===== src/rtl/obuf_bias_psum_mux.sv =====
// obuf_bias_psum_mux
// Routes accumulator row reads to the bias buffer or the output buffer,
// carries a {valid, sel, last} tag alongside each read for the buffers'
// fixed latency, and registers one partial-sum row per request: bias lanes
// sign-extended to the accumulator width, obuf lanes passed straight through.
module obuf_bias_psum_mux #(
    parameter int ARRAY_N    = 4,
    parameter int ACC_WIDTH  = 32,
    parameter int BIAS_WIDTH = 32,
    parameter int ADDR_W     = 16,
    parameter int RD_LAT     = 2
) (
    input  logic                          clk,
    input  logic                          reset,
    input  logic                          obuf_bias_sel,
    input  logic                          tile_start,
    input  logic                          rd_req,
    input  logic [ADDR_W-1:0]             rd_addr,
    input  logic                          rd_last,
    output logic                          bias_rd_req,
    output logic [ADDR_W-1:0]             bias_rd_addr,
    input  logic [ARRAY_N*BIAS_WIDTH-1:0] bias_rd_data,
    output logic                          obuf_rd_req,
    output logic [ADDR_W-1:0]             obuf_rd_addr,
    input  logic [ARRAY_N*ACC_WIDTH-1:0]  obuf_rd_data,
    output logic                          psum_valid,
    output logic [ARRAY_N*ACC_WIDTH-1:0]  psum_out,
    output logic                          psum_last,
    busy
);

    // Enough room for RD_LAT tags in the pipe plus one row in the output register.
    localparam int CNT_W = $clog2(RD_LAT + 2);

    // Source select: latched on tile_start, but a coincident request already sees the new value.
    logic sel_q;
    logic sel_d;
    logic eff_sel;

    // Tag pipeline; stage RD_LAT-1 lines up with the buffers' returned data.
    logic [RD_LAT-1:0] tag_valid_q;
    logic [RD_LAT-1:0] tag_valid_d;
    logic [RD_LAT-1:0] tag_sel_q;
    logic [RD_LAT-1:0] tag_sel_d;
    logic [RD_LAT-1:0] tag_last_q;
    logic [RD_LAT-1:0] tag_last_d;

    // Output register and outstanding-request counter.
    logic                         psum_valid_q;
    logic                         psum_valid_d;
    logic [ARRAY_N*ACC_WIDTH-1:0] psum_out_q;
    logic [ARRAY_N*ACC_WIDTH-1:0] psum_out_d;
    logic                         psum_last_q;
    logic                         psum_last_d;
    logic [CNT_W-1:0]             cnt_q;
    logic [CNT_W-1:0]             cnt_d;

    logic [ARRAY_N*ACC_WIDTH-1:0] bias_ext;
    logic                         cap_valid;
    logic                         cap_sel;
    logic                         cap_last;
    logic                         req_accept;

    assign eff_sel    = tile_start ? obuf_bias_sel : sel_q;
    assign sel_d      = eff_sel;
    assign req_accept = rd_req & ~reset;

    // Strobes are gated by reset so nothing reaches the buffers while the block is being cleared.
    assign bias_rd_req  = rd_req & ~eff_sel & ~reset;
    assign obuf_rd_req  = rd_req &  eff_sel & ~reset;
    assign bias_rd_addr = rd_addr;
    assign obuf_rd_addr = rd_addr;

    // Stage 0 samples the request every cycle; later stages shift the tag along unchanged.
    genvar gi;
    generate
        for (gi = 0; gi < RD_LAT; gi++) begin : g_tag
            if (gi == 0) begin : g_head
                assign tag_valid_d[gi] = rd_req;
                assign tag_sel_d[gi]   = eff_sel;
                assign tag_last_d[gi]  = rd_last;
            end else begin : g_shift
                assign tag_valid_d[gi] = tag_valid_q[gi-1];
                assign tag_sel_d[gi]   = tag_sel_q[gi-1];
                assign tag_last_d[gi]  = tag_last_q[gi-1];
            end
        end
    endgenerate

    // Per-lane sign extension of the bias row into accumulator-width lanes.
    generate
        for (gi = 0; gi < ARRAY_N; gi++) begin : g_lane
            assign bias_ext[gi*ACC_WIDTH +: ACC_WIDTH] =
                ACC_WIDTH'($signed(bias_rd_data[gi*BIAS_WIDTH +: BIAS_WIDTH]));
        end
    endgenerate

    assign cap_valid = tag_valid_q[RD_LAT-1];
    assign cap_sel   = tag_sel_q[RD_LAT-1];
    assign cap_last  = tag_last_q[RD_LAT-1];

    // Output row: load on a returning tag, otherwise hold data/last and drop valid.
    always_comb begin
        psum_valid_d = cap_valid;
        psum_out_d   = psum_out_q;
        psum_last_d  = psum_last_q;
        if (cap_valid) begin
            psum_out_d  = cap_sel ? obuf_rd_data : bias_ext;
            psum_last_d = cap_last;
        end
    end

    // Outstanding count: up on an accepted request, down on each delivered row.
    always_comb begin
        cnt_d = cnt_q;
        case ({req_accept, psum_valid_q})
            2'b10:   cnt_d = cnt_q + CNT_W'(1);
            2'b01:   cnt_d = cnt_q - CNT_W'(1);
            default: cnt_d = cnt_q;
        endcase
    end

    // State update; reset discards every in-flight tag so no stale row is delivered.
    always_ff @(posedge clk) begin
        if (reset) begin
            sel_q        <= 1'b0;
            tag_valid_q  <= '0;
            tag_sel_q    <= '0;
            tag_last_q   <= '0;
            psum_valid_q <= 1'b0;
            psum_out_q   <= '0;
            psum_last_q  <= 1'b0;
            cnt_q        <= '0;
        end else begin
            sel_q        <= sel_d;
            tag_valid_q  <= tag_valid_d;
            tag_sel_q    <= tag_sel_d;
            tag_last_q   <= tag_last_d;
            psum_valid_q <= psum_valid_d;
            psum_out_q   <= psum_out_d;
            psum_last_q  <= psum_last_d;
            cnt_q        <= cnt_d;
        end
    end

    assign psum_valid = psum_valid_q;
    assign psum_out   = psum_out_q;
    assign psum_last  = psum_last_q;
    assign busy       = (cnt_q != '0);

endmodule


===== config.mk =====
export PLATFORM = sky130hd
export DESIGN_NAME = obuf_bias_psum_mux
export DESIGN_NICKNAME = d
export VERILOG_FILES = /design/src/rtl/obuf_bias_psum_mux.sv
export SDC_FILE = /design/constraint.sdc
export NUM_CORES = 1
export LEC_CHECK = 0
export CORE_ASPECT_RATIO = 0.6
export CORE_MARGIN = 3
export CORE_UTILIZATION = 25
export DETAILED_ROUTE_END_ITERATION = 12
export PLACE_DENSITY = 0.72
export SLEW_MARGIN = 20
export SYNTH_ARGS = -nofsm -noshare
export SYNTH_HDL_FRONTEND = slang
export SYNTH_SLANG_ARGS = --single-unit
export TNS_END_PERCENT = 30

===== constraint.sdc =====
create_clock -name clk -period 1.6 [get_ports clk]
set_input_delay 0.24 -clock clk [delete_from_list [all_inputs] [get_ports clk]]
set_output_delay 0.24 -clock clk [all_outputs]
set_load 0.005 [all_outputs]

**Word-level counts from Yosys, hierarchy flattened**

Index checks and enable logic that the tools add are counted.

- Memories: 0
- ROM bits: 0
- Output and inout bits: 165
- Word-level logic and storage cells: 24
- Latch bits: 0
- RAM bits: 0
- Flip-flop bits (word level): 139

- Reduce and logical (&&, ||, !) cells: 2
- Equality and inequality tests: 2
- Bitwise logic cells: 7
- $add $sub $neg: 2
- Shift-type cells: 0
- Div/mod/pow operators: 0
- Order comparisons: 0
- Mux-type cells: 3
- Multiply operators: 0

Operators by type and width:

| cell | count |
|---|---|
| $mux W128 | 1 |
| $and A1 B1 Y1 | 5 |
| $pmux W2 S2 | 1 |
| $reduce_bool A2 Y1 | 2 |
| $add A2 B1 Y2 const B | 1 |
| $eq A2 B1 Y1 const B | 1 |
| $eq A2 B2 Y1 const B | 1 |
| $not A1 Y1 | 2 |
| $sub A2 B1 Y2 const B | 1 |
| $mux W1 | 1 |

**Longest topological paths before layout**

Gate-level depths: netlist (run 1).

- Word-level depth: 4
- Gate-level depth with buffers: 5

**Worst setup path after synthesis (run 1)**

OpenSTA, ideal clock, no wires.

- Kind: input -> register
- Start point: input port reset
- End point: register cnt_q[1]
- Setup time: 0.070 ns
- Arrival time: 1.177 ns
- Slack: 0.353 ns
- Cell stages on the path: 4
- Cells stage by stage: nand2b_1 ha_1 or3_1 a21oi_1

- Word-level cells in the longest chain between the ends: 4

RTL lines:

| what | RTL line | RTL |
|---|---|---|
| start: declaration | 14 | `input logic reset,` |
| $not A1 Y1 | 66 | `assign req_accept = rd_req & ~reset;` |
| $and A1 B1 Y1 | 66 |  |
| $eq A2 B1 Y1 or $eq A2 B2 Y1 (tied branches) | 116 | `case ({req_accept, psum_valid_q})` |
| $pmux W2 S2 or $reduce_bool A2 Y1 (tied branches) | - |  |
| end signal: assignment | 142 | `cnt_q <= cnt_d;` |
| end: declaration | 55 | `logic [CNT_W-1:0] cnt_q;` |

Several ways; a longest one is shown, not always the timed one.
A chain may end at the register's enable or synchronous reset.

**Worst setup path after layout (run 1)**

- Start point: register psum_out_q[29] (netlist: psum_out[29])
- End point: output port psum_out[29]

RTL lines:

| what | RTL line | RTL |
|---|---|---|
| start: declaration | 51 | `logic [ARRAY_N*ACC_WIDTH-1:0] psum_out_q;` |
| start signal: assignment | 140 | `psum_out_q <= psum_out_d;` |
| end: declaration | 27 | `output logic [ARRAY_N*ACC_WIDTH-1:0] psum_out,` |

No word-level cell between the ends.

==> results of run 1 <==
==> how the worst min path moves through the flow <==
stage,from,cells past startpoint,endpoint
2_1_floorplan,rd_last,1,tag_last_q[0]
3_3_place_gp,tag_last_q[0],1,tag_last_q[1]
3_5_place_dp,tag_last_q[0],1,tag_last_q[1]
4_1_cts,reset,4,tag_valid_q[0]
5_1_grt,reset,4,tag_valid_q[0]
6_report,reset,4,tag_valid_q[0]
==> metrics by stage <==
| stage | utilization [%] | setup WS, ps |
|---|---|---|
| 2_1_floorplan | - | 353 |
| 3_3_place_gp | 41.5 | -217 |
| 3_5_place_dp | 41.5 | -221 |
| 4_1_cts | 44.1 | 5.91 |
| 5_1_grt | 44.1 | -18.4 |
| 6_report | 44.1 | 65.9 |
==> state kept, by name (all words and copies together), names as in the netlist <==
name	cells
tag_last_q	2
tag_sel_q	2
tag_valid_q	2
psum_out	128
psum_last	1
psum_valid	1
cnt_q	2
==> area by class of cell <==
cell class              count  area (um^2)
fillers                  2342        13700
repair buffers            407         4140
inverters                   1         3.75
clock buffers              18          439
multi-input cells         404         2860
well taps                 322          403
clock inverters            12          198
flip-flops and latches    138         2770
==> cells by family after synthesis <==
group / Yosys count / share of synthesized area, %
adders and majority gates: 1 / 0.198
DFF: 138 / 43.7
xor gates and xnor gates: 2 / 0.277
AOI/OAI and AO/OA: 130 / 15.4
and+or+nand+nor: 141 / 8.74
muxes: 130 / 20.6
buffers and inverters: 91 / 11.1
==> cell usage after synthesis <==
library cell / n / area (um^2)
clkbuf_1: 26 / 97.6
xnor2_1: 1 / 8.76
nand2b_1: 1 / 6.26
or2_2: 1 / 6.26
inv_1: 1 / 3.75
a21oi_1: 1 / 5.00
ha_1: 1 / 12.5
mux2i_1: 130 / 1300
buf_4: 32 / 240
buf_1: 3 / 11.3
buf_6: 1 / 11.3
o21ai_0: 1 / 5.00
dfxtp_1: 138 / 2760
buf_12: 13 / 260
or3_1: 1 / 6.26
xor2_1: 1 / 8.76
buf_2: 15 / 75.1
nor2b_1: 6 / 37.5
a211oi_1: 128 / 961
nor2_1: 132 / 495
==> power groups by stage <==
stage	sequential [uW]	combinational [uW]	clock, uW
6_report	3720	1690	4290
5_1_grt	3750	1830	4590
2_1_floorplan	3800	663	0
4_1_cts	3730	1710	4430
3_5_place_dp	3800	1710	0
3_3_place_gp	3790	1700	0
==> per-layer routing <==
layer	vias up	share of wire [%]	GRT usage, %
li1	2915	-	-
met1	2541	44	17.6
met5	-	0	0
met3	9	9.9	6.41
met2	233	46	22.9
met4	0	0.64	3.19
==> results.cfg, run 1 <==
[worst_setup_path]
crit_family = buffers and inverters
crit_type = reg -> out
critPathBufInv = 1
path_depth = 1
r2r_cells = 3
slowest_delay_ps = 530
crit_chain = clkdlybuf4s50_1
critPathLaunchType = flip-flop
regToRegSetupSlack_ps = 310
endpoint = psum_out[29]
r2r-end = psum_out[1]
cp_data_required_time_ps = 1360
cp-end-kind = primary output
r2r_start = tag_valid_q[1]
crit_fanout = 2
critPathLaunch = psum_out[29]
cp_slowest_cell = clkdlybuf4s50_1
arrival_ps = 1290

[sta]
holdWs_ps = 336
period_minus_slack_ps = 1530
hold_viol_final = 0
clock.fmax_mhz = 652
skew_ps = 9.52
worstMarginPinSlew_ps = 689
period_share_pct = 95.9
setup_tns_ps = 0
slew_headroom_pct = 54.1
setup_viol = 0
maxSlewViolCount = 0

[cts]
htree_levels = 4
post_cts_resized = 8
hold_buffers = 0
clk_pin_slew_ps = 60
cts-root-buf = clkbuf_16
cts_tree = done
numClockSinks = 138
cts_buffer_depth = 2
insertion_delay_ps = 410
cts_made_buffers = 17
postCtsSetupRepairBufs = 0

[route]
drt-total-wl_um = 20400
drt_pass1_iterations = 4
drc = 0
dr.first_iter.drc_count = 222
num_vias = 5698
routedWlPerCell_um = 15.7
ant_nets = 0
viasPerCell = 4.38

[finish]
final_cell_area_mm2 = 0.0108
area_growth_pct = 71.1
drive_gt1_share_pct = 5.10
final_cell_mix = clkdlybuf4s50_1 (383), dfxtp_1 (135), nor2_1 (132)
nNetsFinal = 1248
final_common_cell = clkdlybuf4s50_1
stdcell_count = 1302
n_antenna_cell = 0

[global_route]
grt_antenna_before_repair = 0
grtUsageTotal_pct = 14.2
grt_pass1_wl_um = 30400
grt-ovfl-total = 0
grt_max_degree = 138
grt_pass1_vias = 5492

[floorplan]
coreArea_mm2 = 0.0245
die_w_um = 211
die_h_um = 129
ios = 443
die_area_mm2 = 0.0273
rows = 44
initial_core_util_pct = 25.8

[run]
cap_violations = 0

[power]
clockPowerShare_pct = 44.2
swShare_pct = 22.4
seqPwrFrac_pct = 38.4
p_comb_share_pct = 17.4
vdd_drop_max_mv = 0.567
power_switching_uw = 2170
powerDensity_mw_per_mm2 = 897
leakagePower_uw = 0.00368
p_total_uw = 9700
intPower_uw = 7530

[synthesis]
syn_nets = 912
mappedNetlistArea_mm2 = 0.00632
synth_cell_type_count = 20
synth_seq_cells = 138
synthCells = 633
syn_area_per_cell_um2 = 9.98
yosys_warnings = 0
synth-seq-area-share_pct = 43.7

[placed_design]
gp_congestion = 0.742
place_area_mm2 = 0.0102
portBuffers = 394
dp.cells = 1272
dpl.hpwl_um = 15600

[run_status]
run_status = finished clean

[hold_path]
hold_path_class = in -> reg
Power figures use the tool's default switching activity.
==> inputs of run 2 (changes only) <==
CTS_CLUSTER_DIAMETER = 40   (was not set)
PLACE_DENSITY = not set   (was 0.72)
PLACE_DENSITY_LB_ADDON = 0.05   (was not set)
==> run 2 against run 1 <==
Wire length is 12% higher. Largest power group unchanged. Total power is 3.9% lower. Largest cell class unchanged. Sequential power about the same.
==> results.cfg, run 2 (synthesis gave the netlist of run 1 again) <==
[run_status]
run_status = finished clean

[floorplan]
rows = 44
die_h_um = 129
die_w_um = 211
ios = 443
die_area_mm2 = 0.0273
coreArea_mm2 = 0.0245
initial_core_util_pct = 25.8

[placed_design]
dpl.hpwl_um = 17000
gp_congestion = 0.713
dp.cells = 1275
portBuffers = 394
place_area_mm2 = 0.0102

[worst_setup_path]
path_depth = 1
crit_fanout = 2
crit_family = buffers and inverters
critPathBufInv = 1
crit_type = reg -> out
arrival_ps = 1300
crit_chain = clkdlybuf4s50_1
slowest_delay_ps = 560
cp_data_required_time_ps = 1360
cp-end-kind = primary output
r2r_cells = 3
critPathLaunchType = flip-flop
cp_slowest_cell = clkdlybuf4s50_1

[route]
drc = 0
drt-total-wl_um = 22800
dr.first_iter.drc_count = 193
routedWlPerCell_um = 17.4
drt_pass1_iterations = 4
num_vias = 5695
viasPerCell = 4.36
ant_nets = 0

[sta]
clock.fmax_mhz = 648
setup_viol = 0
period_minus_slack_ps = 1540
period_share_pct = 96.4
holdWs_ps = 320
rsz0062_at_grt = no
worstMarginPinSlew_ps = 720
setup_tns_ps = 0
slew_headroom_pct = 52.0
maxSlewViolCount = 0
hold_viol_final = 0
skew_ps = 6.11

[cts]
hold_buffers = 0
cts_buffer_depth = 2
cts_made_buffers = 17
htree_levels = 4
cts_tree = done
insertion_delay_ps = 420
numClockSinks = 138
cts-root-buf = clkbuf_16
clk_pin_slew_ps = 60

[finish]
drive_gt1_share_pct = 5.18
largest_reg_flops = 128
fin_util_pct = 44.1
nNetsFinal = 1251
area_growth_pct = 71.1
n_antenna_cell = 0
stdcell_count = 1307
final_cell_mix = clkdlybuf4s50_1 (374), dfxtp_1 (136), nor2_1 (132)
fill_cells = 2383
final_cell_area_mm2 = 0.0108
final_common_cell = clkdlybuf4s50_1

[power]
leakagePower_uw = 0.00386
powerDensity_mw_per_mm2 = 863
vdd_drop_max_mv = 0.598

[global_route]
grt_pass1_vias = 5394
grt_pass1_wl_um = 32600
grt_max_degree = 138
grtUsageTotal_pct = 15.7
grt_antenna_before_repair = 0
grt-ovfl-total = 0

[hold_path]
hold_path_depth = 4
hold_path_class = in -> reg

[run]
cap_violations = 0
run 2: final cells by class:
class / instances / area, um^2 / share of cell area (%)
multi-input combinational: 404 / 2860 / 26.4
clock buffer: 24 / 482 / 4.46
tap: 322 / 403 / 3.73
sequential: 138 / 2770 / 25.6
inverter: 1 / 3.75 / 0.0347
clock inverter: 8 / 92.6 / 0.857
timing repair buffer: 410 / 4200 / 38.9
run 2: stage by stage:
step,total power (uW),setup slack (ps)
global placement,5530,-210
CTS,9500,-22.9
global route,9780,0.718
finish,9320,57.0
detailed placement,5520,-266
floorplan,4460,353
run 2: worst paths after layout:
check / from / end / slack [ps]
min: reset / tag_valid_q[0] / 320
max: psum_out[65] / psum_out[65] / 60
min reg2reg: tag_valid_q[0] / tag_valid_q[1] / 430
max reg2reg: tag_sel_q[1] / psum_out[8] / 250
run 2: report_power, final:
part           switching [uW]  internal [uW]  total [uW]
Clock                    1500           2410        3900
Combinational             579           1120        1700
Sequential                103           3620        3720
run 2: repair_timing:
item / 4_1_cts / 5_1_grt
endpoints found under the setup margin: 4 / 18
endpoints found under the hold margin: 0 / 0
setup buffers: 0 / 0
gates resized for setup: 4 / 21
run 2: routing by layer:
layer	track usage, %	part of all wire, %	vias up	wire [um]
met5	0	0	-	0
met4	4.52	1.1	0	255
met3	7.21	9.7	21	2220
met2	25.6	47	213	10700
met1	18.8	42	2546	9620
li1	-	-	2915	-
==> inputs of run 3 (changes only) <==
CORE_AREA = 3 3 173 175   (was not set)
CORE_ASPECT_RATIO = not set   (was 0.6)
CORE_MARGIN = not set   (was 3)
CORE_UTILIZATION = not set   (was 25)
DIE_AREA = 0 0 176 178   (was not set)
==> run 3 against run 2 <==
Count of clock-buffer cells in the layout down 5. Clock skew rose by 10 ps. Cell count is 5.0% higher. Largest power group unchanged. Register-to-register slack better by 30 ps. Non-clock buffer count increased by 4. Sequential share of layout area shrank 0.23 points. Die area up 15%. Wire length grew 0.58%. Global-route usage shrank 1.7 points. Critical path type unchanged. Critical endpoint is now psum_out[92]. Cell area rose by 1.0%.
==> results.cfg, run 3 (synthesis gave the netlist of run 1 again) <==
[run_status]
run_status = finished clean

[finish]
drive_gt1_share_pct = 5.86
largest_reg_flops = 128
nNetsFinal = 1255
area_growth_pct = 72.8
n_antenna_cell = 0
final_cell_mix = clkdlybuf4s50_1 (380), dfxtp_1 (134), nor2_1 (132)
fill_cells = 2865
final_common_cell = clkdlybuf4s50_1
final_cell_area_mm2 = 0.0109
fin_util_pct = 38.1

[floorplan]
die_area_mm2 = 0.0313
coreArea_mm2 = 0.0286
die_h_um = 178
ios = 443
die_w_um = 176
rows = 62
initial_core_util_pct = 22.1

[sta]
rsz0062_at_grt = no
skew_ps = 16.4
worstMarginPinSlew_ps = 717
period_minus_slack_ps = 1540
setup_viol = 0
slew_headroom_pct = 52.2
hold_viol_final = 0
clock.fmax_mhz = 651
maxSlewViolCount = 0
period_share_pct = 96.1

[cts]
cts_buffer_depth = 2
clk_pin_slew_ps = 60
cts-root-buf = clkbuf_16
cts_tree = done
htree_levels = 4
hold_buffers = 0
numClockSinks = 138
insertion_delay_ps = 420
cts_made_buffers = 17

[route]
drt-total-wl_um = 22900
drc = 0
num_vias = 5698
drt_pass1_iterations = 4
routedWlPerCell_um = 16.7
dr.first_iter.drc_count = 207
viasPerCell = 4.15
ant_nets = 0

[worst_setup_path]
crit_type = reg -> out
crit_fanout = 2
cp_data_required_time_ps = 1360
cp-end-kind = primary output
critPathBufInv = 1
cp_slowest_cell = clkdlybuf4s50_1
crit_family = buffers and inverters
critPathLaunchType = flip-flop
arrival_ps = 1300
crit_chain = clkdlybuf4s50_1
slowest_delay_ps = 550

[hold_path]
hold_path_class = in -> reg

[global_route]
grtUsageTotal_pct = 13.9
grt-ovfl-total = 0
grt_pass1_vias = 5552
grt_max_degree = 138
grt_antenna_before_repair = 0
grt_pass1_wl_um = 33100

[placed_design]
dpl.hpwl_um = 17300
place_area_mm2 = 0.0103
gp_congestion = 0.687
portBuffers = 394

[power]
p_total_uw = 9340
powerDensity_mw_per_mm2 = 855
vdd_drop_max_mv = 0.524
leakagePower_uw = 0.00377

[run]
cap_violations = 0
[run 3: cell count changes in the layout (fill, tap and decap cells not counted), moves of 3 or more]
cell,previous run,this run
clkinvlp_4,1,4
clkdlybuf4s50_1,374,380
dlymetal6s2s_1,15,9
buf_4,8,11
clkinv_2,5,0
clkbuf_1,4,1
inv_6,0,5
[run 3: report_power, final]
group	internal (uW)	switching (uW)
Sequential	3620	92.1
Clock	2220	1670
Combinational	1130	608
[run 3: through the flow]
step	setup slack [ps]	TNS [ps]	cells	hold slack [ps]
floorplan	353	0	633	368
global placement	-216	-537	1339	417
detailed placement	-230	-605	1339	422
CTS	-148	-148	1373	332
global route	0.207	0	1373	378
finish	63.1	0	1373	358
[run 3: per-layer routing]
layer / GRT usage (%) / part of all wire, % / vias up
li1: - / - / 2937
met1: 15.9 / 39 / 2495
met2: 24.0 / 50 / 227
met3: 5.56 / 9.5 / 39
met4: 4.19 / 1.5 / 0
met5: 0 / 0 / -
[run 3: worst min-delay path, stage by stage]
cell and delay, ps:
buf_4 100, nand2b_1 210, buf_4 140, inv_1 30
[run 3: final cells by class]
cell class              instances  area [um^2]  area share [%]
multi-input cells             404         2850            26.1
clock inverters                13          133            1.21
well taps                     384          480            4.40
inverters                       1         3.75          0.0344
flip-flops and latches        138         2770            25.4
clock buffers                  19          443            4.06
repair buffers                414         4230            38.8
[run 3: worst paths after layout]
| check | from | to | slack (ps) | cells past startpoint |
|---|---|---|---|---|
| max | psum_out[92] | psum_out[92] | 60 | 1 |
| min | reset | tag_valid_q[0] | 360 | 4 |
| max reg2reg | tag_sel_q[1] | psum_out[79] | 280 | 4 |
| min reg2reg | tag_valid_q[0] | tag_valid_q[1] | 430 | 1 |
[run 3: timing repair]
action,CTS,global route
endpoints found under the setup margin,4,11
buffers inserted,2,1
pin swaps,0,0
gates cloned,0,0
gates resized for setup,7,11
==> RTL edit, RTL diff (flow settings as in run 3) <==
Register the output `bias_rd_addr`, with the module's reset; this adds one clock of latency there. The other outputs are not delayed to match.
--- a/src/rtl/obuf_bias_psum_mux.sv
+++ b/src/rtl/obuf_bias_psum_mux.sv
@@ -68,7 +68,13 @@
     // Strobes are gated by reset so nothing reaches the buffers while the block is being cleared.
     assign bias_rd_req  = rd_req & ~eff_sel & ~reset;
     assign obuf_rd_req  = rd_req &  eff_sel & ~reset;
-    assign bias_rd_addr = rd_addr;
+    always_ff @(posedge clk) begin
+        if (reset) begin
+            bias_rd_addr <= '0;
+        end else begin
+            bias_rd_addr <= rd_addr;
+        end
+    end
     assign obuf_rd_addr = rd_addr;
 
     // Stage 0 samples the request every cycle; later stages shift the tag along unchanged.
Behaviour: not the same (Yosys sat finds a counterexample within 4 cycles, from zero or initial values and one cycle with reset high).
==> RTL edit against run 3 <==
- total power increased by 7.5%
- synthesized area up 4.9%
- routed wire length is 8.7% higher
- worst hold slack worse by 0.033 ns
- sequential power increased by 12%
- combinational power rose by 7%
- cell area grew 7.5%
- clock power up 4%
- largest power group is now sequential cells
- sequential cell count up 16
- die area stayed put
- fmax about the same
- worst setup slack better by 0.00088 ns
- synthesized cell count is 2.8% higher
==> RTL edit: results (changes against run 3) <==
Post-synth net total: 930 (was 912)
WL met3: 2.59 mm (was 2.17 mm)
Top cells by count, synth: dfxtp_1 (154), nor2_1 (132), mux2i_1 (130) (was dfxtp_1 (138), nor2_1 (132), mux2i_1 (130))
FF/Latch Area: 3090 um^2 (was 2770 um^2)
Vias in the first global route: 5,979 (was 5,552)
M1 WL: 9.13 mm (was 8.95 mm)
Share of cells above drive strength 1: 0.0499 (was 0.0586)
Largest net degree at the start of global routing: 154 (was 138)
# fillers: 2,792 (was 2,865)
First-pass GRT wire length: 36.2 mm (was 33.1 mm)
Setup crit start: psum_valid (was psum_out[92])
Sequential-to-total area share from yosys stat: 0.465 (was 0.437)
Hold Path Stages: 3 (was 4)
Min-delay src: reset (unchanged)
GPL Wtd Cong: 0.696 (was 0.687)
Routed vias: 6,134 (was 5,698)
Worst clock skew: 0.0145 ns (was 0.0164 ns)
Internal Power: 7.53 mW (was 6.97 mW)
Dpl hpwl: 18.6 mm (was 17.3 mm)
Metal2 WL: 12.9 mm (was 11.4 mm)
Crit path to: psum_valid (was psum_out[92])
Hold WC Path Type: in -> reg (unchanged)
Status: finished, final reports clean (unchanged)
Cts bufs inserted: 17 (unchanged)
Largest register FFs: 128 (unchanged)
Hold path endpoint: tag_valid_q[0] (unchanged)
Worst vdd ir: 0.572 mV (was 0.524 mV)
Crit Path Max Fanout: 2 (unchanged)
Port-buffer cells: 442 (was 394)
Synth area leaders: dfxtp_1 (47%), mux2i_1 (20%), a211oi_1 (15%) (was dfxtp_1 (44%), mux2i_1 (21%), a211oi_1 (15%))
Net count reported at finish: 1,328 (was 1,255)
Clock Tree Buf Depth: 2 (unchanged)
Top Metal Used: met5 (was met4)
Drt pass-1 iters: 4 (unchanged)
Total GRT Usage: 0.151 (was 0.139)
Asr flop ratio synth: 0 (unchanged)
Detailed Route Iter0 Violations: 206 (was 207)
Max_slew headroom: 0.469 (was 0.522)
Pleak: 4.07 nW (was 3.77 nW)
Initial antenna violation count: 2 (was 0)
Final WL: 24.9 mm (was 22.9 mm)
Reg-to-Reg End: psum_out[23] (was psum_out[79])
DP Area: 11,100 um^2 (was 10,300 um^2)
Yosys warns: 0 (unchanged)
## RTL edit: changes by cell type after synthesis
cell / run 3 / this run
buf_2: 15 / 17
buf_1: 3 / 4
nor2b_1: 6 / 22
dfxtp_1: 138 / 154
clkbuf_1: 26 / 25
buf_4: 32 / 16
## RTL edit: what timing repair did
action | 4_1_cts | 5_1_grt
gates resized for setup | 4 | 15
buffers inserted | 0 | 1
setup endpoints to repair | 4 | 11
## RTL edit: power groups by stage
stage	sequential (mW)	combinational (mW)	clock [mW]
CTS	4.14	1.91	4.22
detailed placement	4.22	1.91	0
floorplan	4.24	0.650	0
finish	4.14	1.87	4.03
global placement	4.22	1.91	0
global route	4.16	2.03	4.38
## RTL edit: cells by family after synthesis
family	count (synthesis)	share of synthesized area
and+or+nand+nor	157	0.0984
DFF	154	0.465
AOI/OAI and AO/OA	130	0.147
muxes	130	0.196
buffers and inverters	77	0.0889
xor gates and xnor gates	2	0.00264
adders and majority gates	1	0.00189
## RTL edit: metrics by stage
step	setup slack (ns)	setup TNS (ns)	power, mW	cells	hold WS [ns]
2_1_floorplan	0.195	0	4.89	651	0.368
3_3_place_gp	-0.229	-0.596	6.13	1413	0.416
3_5_place_dp	-0.244	-0.657	6.13	1413	0.420
4_1_cts	-0.0182	-0.0182	10.3	1445	0.315
5_1_grt	0.00331	0	10.6	1446	0.334
6_report	0.0640	0	10.0	1446	0.325
## RTL edit: layer usage
layer,up-vias,track usage
met5,-,0
met4,4,0.0379
met3,18,0.0636
met2,247,0.271
met1,2753,0.166
li1,3112,-
## RTL edit: layout make-up
class,count,area share
repair buffers,455,0.393
flip-flops and latches,154,0.263
multi-input cells,420,0.252
well taps,384,0.0409
clock buffers,19,0.0386
clock inverters,13,0.0112
inverters,1,0.000320
